## config.mk

```make
export PLATFORM = sky130hd
export DESIGN_NAME = result_bcd_converter
export DESIGN_NICKNAME = d
export VERILOG_FILES = /design/src/rtl/result_bcd_converter.sv
export SDC_FILE = /design/constraint.sdc
export NUM_CORES = 1
export LEC_CHECK = 0
export CAP_MARGIN = 20
export CELL_PAD_IN_SITES_DETAIL_PLACEMENT = 1
export CELL_PAD_IN_SITES_GLOBAL_PLACEMENT = 1
export CORE_UTILIZATION = 30
export DETAILED_ROUTE_END_ITERATION = 6
export PLACE_DENSITY = 0.59
export SLEW_MARGIN = 10
export SYNTH_ARGS = -nofsm -noshare
export SYNTH_HDL_FRONTEND = slang
export SYNTH_SLANG_ARGS = --single-unit
```

## constraint.sdc

```tcl
create_clock -name clk -period 2.4 [get_ports clk]
set_input_delay 0.24 -clock clk [delete_from_list [all_inputs] [get_ports clk]]
set_output_delay 0.24 -clock clk [all_outputs]
set_load 0.02 [all_outputs]
```

## src/rtl/result_bcd_converter.sv

```systemverilog
// Serial double-dabble converter from a signed result to four display codes.
// Optional LEADING_ZERO_BLANK_EN macro turns leading zero digits into blanks.
module result_bcd_converter (
    input  logic        clk,
    input  logic        rst,
    input  logic        start,
    input  logic [14:0] bin_in,
    input  logic        neg_in,
    output logic        busy,
    output logic        done,
    output logic [3:0]  digit0,
    output logic [3:0]  digit1,
    output logic [3:0]  digit2,
    output logic [3:0]  digit3,
    output logic        ovf
);

    typedef enum logic [1:0] {IDLE, SHIFT, DONE} stateT;

    stateT       state, nextState;
    logic [3:0]  cnt;
    logic [30:0] sh, shNext;   // {bcd[15:0], bin[14:0]}
    logic        negR, ovfPend;
    logic        load, lastIter;
    logic [15:0] bcd, fmt;
    logic        isNeg;

    assign load     = (state != SHIFT) && start;
    assign lastIter = (state == SHIFT) && (cnt == 4'd14);
    assign busy     = (state == SHIFT);
    assign done     = (state == DONE);

    // One double-dabble iteration; any carry out of the thousands nibble is
    // dropped because such values are already flagged as overflow.
    always_comb begin
        logic [30:0] a;
        a = sh;
        for (int i = 0; i < 4; i++) begin
            if (a[15+4*i +: 4] >= 4'd5)
                a[15+4*i +: 4] = a[15+4*i +: 4] + 4'd3;
        end
        shNext = {a[29:0], 1'b0};
    end

    always_comb begin
        bcd   = shNext[30:15];
        fmt   = bcd;
        isNeg = negR && (bcd != 16'd0);
        if (ovfPend) begin
            fmt = 16'hEEEE;
        end else if (isNeg) begin
            fmt = {4'hB, 4'hA, bcd[7:0]};
`ifdef LEADING_ZERO_BLANK_EN
            if (bcd[7:4] == 4'd0) fmt[7:4] = 4'hF;
`endif
        end else begin
`ifdef LEADING_ZERO_BLANK_EN
            if (bcd[15:12] == 4'd0) begin
                fmt[15:12] = 4'hF;
                if (bcd[11:8] == 4'd0) begin
                    fmt[11:8] = 4'hF;
                    if (bcd[7:4] == 4'd0) fmt[7:4] = 4'hF;
                end
            end
`endif
        end
    end

    always_ff @(posedge clk or posedge rst) begin
        if (rst) state <= IDLE;
        else     state <= nextState;
    end

    always_comb begin
        nextState = state;
        case (state)
            IDLE:    if (start) nextState = SHIFT;
            SHIFT:   if (lastIter) nextState = DONE;
            DONE:    nextState = start ? SHIFT : IDLE;
            default: nextState = IDLE;
        endcase
    end

    always_ff @(posedge clk or posedge rst) begin
        if (rst) begin
            cnt     <= 4'd0;
            sh      <= 31'd0;
            negR    <= 1'b0;
            ovfPend <= 1'b0;
            digit0  <= 4'd0;
            digit1  <= 4'd0;
            digit2  <= 4'd0;
            digit3  <= 4'd0;
            ovf     <= 1'b0;
        end else if (load) begin
            cnt     <= 4'd0;
            sh      <= {16'd0, bin_in};
            negR    <= neg_in;
            ovfPend <= neg_in ? (bin_in > 15'd99) : (bin_in > 15'd9999);
        end else if (state == SHIFT) begin
            cnt <= cnt + 4'd1;
            sh  <= shNext;
            if (lastIter) begin
                digit0 <= fmt[3:0];
                digit1 <= fmt[7:4];
                digit2 <= fmt[11:8];
                digit3 <= fmt[15:12];
                ovf    <= ovfPend;
            end
        end
    end

endmodule

```

==> metrics, run 1 <==
status finished, final reports clean; maximum number of pins on one net before global-route repair 34; cell area after technology mapping 2850 sq um; worst hold path class in -> async; number of search-and-repair iterations in the first detailed-routing pass 4; antenna-violating nets left 0; Die ar. 9900 sq um; upper clock frequency limit 450 MHz; library cell contributing the largest single delay on the critical path a2111oi_2; DRC viols 0; net count reported at finish 368; core area 9240 sq um; total of hold buffers inserted after clock tree synthesis 0; routed length on met2 3410 microns; largest family of logic cells by synthesized area simple AND/OR/NAND/NOR gates; Critical Path End digit2[1]$_DFFE_PP0P_; final routed wirelength across all metal layers 7200 microns; Setup Crit Path Kind reg -> reg; number of top-level pins 38; Final Critical Period 2.22 ns; wire length the detailed router placed on met1 3550 microns; Crit. End Element flop; via density per instance 4.91; library cell with the largest summed area after synthesis dfrtp_1; total internal power 2.46 mW; depth of the worst register-to-register path 8; portion of total power attributed to sequential cells 38.8%; delay contributed by the slowest stage of the critical path 0.46 ns; number of global-route vias before repair 2372; arrival time reported for the critical path endpoint 2.44 ns; flip-flop cell with the highest count after synthesis dfrtp_1; post-synthesis sequential element count 56; endpoint of the most critical register-to-register path digit2[1]$_DFFE_PP0P_; synthesized netlist cell count 301; NetSw 1.77 mW; leakage power figure 1.52 nW; area share of the largest cell type after synthesis 49.1%; flop-to-flop setup slack 0.18 ns; compound-gate portion of the synthesized area 16.1%; combinational share of power 46.2%; TritonCTS clock tree built; highest fanout seen on the critical path 5; final number of hold-violating endpoints 0; share of total power consumed by net switching 41.9%; Synth Area in Adders 4.39%; number of buffers inserted by post-CTS setup repair 0; simple-gate share of the synthesized area 18.2%; fin cells 469; synth-to-layout area growth 22.9%; normalized max-slew margin 54.6%; sequential element share of the synthesized area 49.1%; setup repair after global routing missed its margin false; multiplexer area fraction after synthesis 6.75%; top routing layer in use met4; height of the die 99.5 microns; first-pass GRT wire length 12300 microns; number of antenna violations at the first check in global routing 0; number of maximum-capacitance constraint violations 0; antenna diode instance count 0; post-synth net total 330; clock share of power 14.9%; post-synthesis xor/xnor area fraction 1.54%; count of final setup violators 0; CTS Buffer Depth 2; clock network latency to the later pin of the worst-skew pair 0.31 ns; Overflow after GRT 0; final critical-path share of the clock period 92.6%; worst-case vdd ir drop 398 uV; number of synthesis warnings 0; Worst-path clk slew 0.11 ns; Final TNS setup 0 ns; buffers added on ports 37; Root Buffer Master clkbuf_8; number of fill cells 1053; CTS resizes 0; Max Slew Vio Count 0; number of enable-type register cells in the synthesized netlist 0; number of CTS-inserted buffers 5; top cells by area in the synthesized netlist dfrtp_1, o21ai_0, mux2i_1; HPWL after detailed placement 5310 microns; width of the die 99.5 microns; starting density of the core 30.9%; CP startpoint kind flop; beginning of the worst register-to-register path sh[23]$_DFFE_PP0P_; worst path cell trace inv_1, ha_1, nand2b_1, nor3b_1, nand4bb_1, a2111oi_2, nand4_1, o211a_1; FP Rows 35; average footprint of a synthesized cell 9.48 sq um; met3 wirelength from detailed routing 168 microns; initial detailed-routing violation count 66; count of cell types in the netlist 43; clk sink count 56; average wire per cell in the routed design 15.3 microns; clock skew 0.00921 ns; transition time of the tightest slew-check pin 0.678 ns; GRT Util Overall 15.8%; gpl congestion 0.752; total power 4.24 mW; detailed-route via count 2303; fraction of final layout cells with drive strength greater than 1 8.24%; power density relative to cell area 1210 nW/um^2; Worst setup startpoint sh[23]$_DFFE_PP0P_; CP Data Required Time 2.62 ns; fraction of synthesis flops using an asynchronous set or reset pin 100%; H-Tree Depth 2; total placed cells including tap cells 461
-- power by group through the flow --
stage	registers, mW	clock network, mW	logic, mW
floorplan	1.72	0	1.22
global placement	1.66	0	1.93
detailed placement	1.66	0	1.99
CTS	1.65	0.660	1.99
global route	1.71	0.694	2.20
finish	1.64	0.632	1.96
-- logic make-up after synthesis --
family | Yosys count
AOI/OAI and AO/OA | 76
xor gates and xnor gates | 5
buffers and inverters | 28
adders and majority gates | 10
muxes | 19
DFF | 56
and+or+nand+nor | 107
-- cell usage in the layout (no fill, tap or decap), drive strengths merged, types with 5 or more instances in the layout --
cell / n
clkbuf: 6
nand2: 43
buf: 7
clkdlybuf4s50: 37
ha: 10
nand3: 20
dfrtp: 56
inv: 15
a21oi: 15
nor2: 14
o21ai: 44
nand2b: 8
nor3: 5
mux2i: 17
-- cell type report --
cell class                 count  area (sq um)  area share (%)
clock buffer                   6          72.6            2.07
clock inverter                 2          35.0            1.00
inverter                      15          56.3            1.61
multi-input combinational    217          1340            38.3
sequential                    56          1400            40.0
tap                          129           161            4.61
timing repair buffer          44           435            12.4
-- synth_stat cells (2+ instances only) --
cell      number
a21oi_1       12
a21oi_2        3
a31oi_1        3
and2_1         2
buf_2          3
clkbuf_1       9
dfrtp_1       56
ha_1          10
inv_1         13
inv_2          2
mux2_2         2
mux2i_1       17
nand2_1       43
nand2b_1       8
nand3_1       20
nand4b_1       2
nor2_1        14
nor3_1         5
nor3b_1        4
nor4_1         2
o211ai_1       2
o21ai_0       35
o21ai_1        8
o221a_2        2
o31ai_1        3
xnor2_1        4
-- flip-flops by register name, indices dropped and copies added, names as in the netlist --
name / flops
ovf: 1
digit3: 4
cnt: 4
digit1: 4
negR: 1
sh: 31
state: 2
digit2: 4
ovfPend: 1
digit0: 4
-- metrics by stage --
step | hold WS [ns] | cell area (sq um) | util [%] | setup slack, ns
2_1_floorplan | 0.378 | 2850 | - | 0.470
3_3_place_gp | 0.451 | 3400 | 36.8 | 0.272
3_5_place_dp | 0.460 | 3400 | 36.8 | 0.185
4_1_cts | 0.244 | 3500 | 37.9 | 0.183
5_1_grt | 0.267 | 3500 | 37.9 | 0.0132
6_report | 0.239 | 3500 | 37.9 | 0.179
-- how the worst min path moves through the flow --
stage | cells after the start | endpoint | startpoint
after CTS | 2 | cnt[0]$_DFFE_PP0P_ | rst
after floorplan | 2 | negR$_DFFE_PP0P_ | neg_in
after global placement | 2 | digit0[0]$_DFFE_PP0P_ | digit0[0]$_DFFE_PP0P_
final | 2 | digit0[1]$_DFFE_PP0P_ | rst
after detailed placement | 2 | digit0[0]$_DFFE_PP0P_ | digit0[0]$_DFFE_PP0P_
after global routing | 2 | cnt[0]$_DFFE_PP0P_ | rst
-- worst max-delay path: cells and delay by family, from the launching register on --
kind,cells,cell delay (ns)
and+or+nand+nor,4,0.69
AOI/OAI and AO/OA,2,0.64
adders and majority gates,1,0.21
DFF,1,0.45
buffers and inverters,1,0.14
-- routing by layer --
| metal | GRT usage [%] | vias up |
|---|---|---|
| li1 | - | 1124 |
| met1 | 21.7 | 1140 |
| met2 | 26.5 | 32 |
| met3 | 2.32 | 7 |
| met4 | 3.73 | 0 |
| met5 | 0 | - |
No activity file was read; power rests on OpenSTA's default activity.
==> inputs of run 2 (changes only) <==
Clock period 2.4 ns to 2.5 ns, I/O delays scaled along.
==> metrics, run 2 (synthesis gave the netlist of run 1 again) <==
status finished, final reports clean; GRT Util Overall 16.0% (+0.19 points); starting density of the core 30.9% (unchanged); max FFs per register 31 (unchanged); most frequent cells in the layout dfrtp_1, nand2_1, clkdlybuf4s50_1; arrival time reported for the critical path endpoint 2.39 ns (-0.05 ns); total of hold buffers inserted after clock tree synthesis 0 (unchanged); core area 9240 sq um (unchanged); Setup Slack @ Placement 0.317 ns (+0.132 ns); Worst-path clk slew 0.10 ns (about the same); minimum setup slack in the final design 0.322 ns (+0.143 ns); buffers added on ports 37 (unchanged); clk sink count 56 (unchanged); commonest non-fill, non-tap cell in the layout dfrtp_1; Final Critical Period 2.18 ns (-0.0433 ns); width of the die 99.5 microns (unchanged); power density relative to cell area 1190 nW/um^2 (-1.9%); number of fill cells 1067 (+1.3%); Max Slew Vio Count 0 (unchanged); most flop-heavy register sh; CTS Buffer Depth 2 (unchanged); upper clock frequency limit 459 MHz (+2.0%); antenna diode instance count 0 (unchanged); CP startpoint kind flop; highest fanout seen on the critical path 5 (unchanged); Root Buffer Master clkbuf_8; clock skew 0.00950 ns (+0.000298 ns); family with the most delay on the worst path simple AND/OR/NAND/NOR gates; worst-case vdd ir drop 387 uV (-2.6%); via density per instance 4.92 (+0.12%); Overflow after GRT 0 (unchanged); library cell contributing the largest single delay on the critical path dfrtp_1; worst hold path class in -> async; total power 4.16 mW (-1.8%); first-pass GRT wire length 12300 microns (+0.28%); DRC viols 0 (unchanged); number of maximum-capacitance constraint violations 0 (unchanged); number of search-and-repair iterations in the first detailed-routing pass 4 (unchanged); post-layout util 37.9% (about the same); antenna-violating nets left 0 (unchanged); delay contributed by the slowest stage of the critical path 0.44 ns (-0.02 ns); worst path cell trace inv_1, ha_1, nand2b_1, nor3b_1, nand4bb_1, a2111oi_2, nand4_1, o211a_1; CTS resizes 0 (unchanged); number of CTS-inserted buffers 5 (unchanged); normalized max-slew margin 60.8% (+6.2 points); detailed-route via count 2296 (-0.30%); final routed wirelength across all metal layers 7300 microns (+1.5%); final critical-path share of the clock period 87.1% (-5.4 points); CP Data Required Time 2.71 ns (+0.09 ns); clock network latency to the later pin of the worst-skew pair 0.32 ns (about the same); number of top-level pins 38 (unchanged); TritonCTS clock tree built; number of buffers inserted by post-CTS setup repair 0 (unchanged); number of antenna violations at the first check in global routing 0 (unchanged); gpl congestion 0.757 (+0.65%); final number of hold-violating endpoints 0 (unchanged); FP Rows 35 (unchanged); synth-to-layout area growth 22.9% (about the same); number of global-route vias before repair 2411 (+1.6%); H-Tree Depth 2 (unchanged); placement-stage cell area 3380 sq um (-0.59%); net count reported at finish 367 (-0.27%); initial detailed-routing violation count 51 (-23%); HPWL after detailed placement 5430 microns (+2.1%); number of buffers and inverters on the critical path 1 (unchanged); maximum number of pins on one net before global-route repair 33 (-2.9%); fin cells 467 (-0.43%); setup repair after global routing missed its margin false; Fin Hold WS 0.302 ns (+0.0630 ns); height of the die 99.5 microns (unchanged); Final TNS setup 0 ns (unchanged); Setup Crit Path Kind reg -> reg; total placed cells including tap cells 460 (-0.22%); area of all placed cells without fillers 3510 sq um (about the same); average wire per cell in the routed design 15.6 microns (+1.9%); fraction of final layout cells with drive strength greater than 1 7.99% (-0.25 points); Crit. End Element flop; count of final setup violators 0 (unchanged); Die ar. 9900 sq um (unchanged); transition time of the tightest slew-check pin 0.586 ns (-0.0920 ns); leakage power figure 1.52 nW (about the same)
-- run 2: cell count changes in the layout (fill, tap and decap cells not counted) --
cell / before / now
buf_12: 1 / 0
bufinv_16: 1 / 2
clkbuf_1: 1 / 0
clkinv_2: 1 / 0
-- run 2: metal layers --
metal  vias up  wire, microns  GRT usage (%)
met5         -              0              0
met4         0             71           4.07
met3         8            168           2.53
met2        33           3590           27.0
met1      1137           3480           21.6
li1       1118              -              -
-- run 2: final cells by class --
| class | instances | area (sq um) | share of cell area (%) |
|---|---|---|---|
| Inverter | 15 | 56.3 | 1.61 |
| Multi-Input combinational cell | 217 | 1340 | 38.3 |
| Timing Repair Buffer | 43 | 415 | 11.8 |
| Clock buffer | 5 | 68.8 | 1.96 |
| Clock inverter | 2 | 60.1 | 1.71 |
| Sequential cell | 56 | 1400 | 40.0 |
| Tap cell | 129 | 161 | 4.60 |
-- run 2: final timing paths --
path	from	to	slack, ns	cells after the start
max reg2reg	sh[23]$_DFFE_PP0P_	digit2[1]$_DFFE_PP0P_	0.32	8
max	sh[23]$_DFFE_PP0P_	digit2[1]$_DFFE_PP0P_	0.32	8
max in group asynchronous	rst	sh[29]$_DFFE_PP0P_	1.85	3
min reg2reg	digit0[0]$_DFFE_PP0P_	digit0[0]$_DFFE_PP0P_	0.48	2
min	rst	sh[17]$_DFFE_PP0P_	0.30	3
min in group clk	digit0[0]$_DFFE_PP0P_	digit0[0]$_DFFE_PP0P_	0.48	2
-- run 2: report_power, final --
group | internal [mW] | switching, mW | total, mW | leakage [nW]
clock | 0.395 | 0.305 | 0.700 | 0.0642
combinational | 0.790 | 1.08 | 1.87 | 0.757
sequential | 1.27 | 0.316 | 1.59 | 0.695
total | 2.46 | 1.70 | 4.16 | 1.52
-- run 2: worst register-to-register path: stages (launching register included) --
cell and delay (ns):
dfrtp_1 0.44, inv_1 0.13, ha_1 0.22, nand2b_1 0.10, nor3b_1 0.16, nand4bb_1 0.21
a2111oi_2 0.42, nand4_1 0.21, o211a_1 0.18
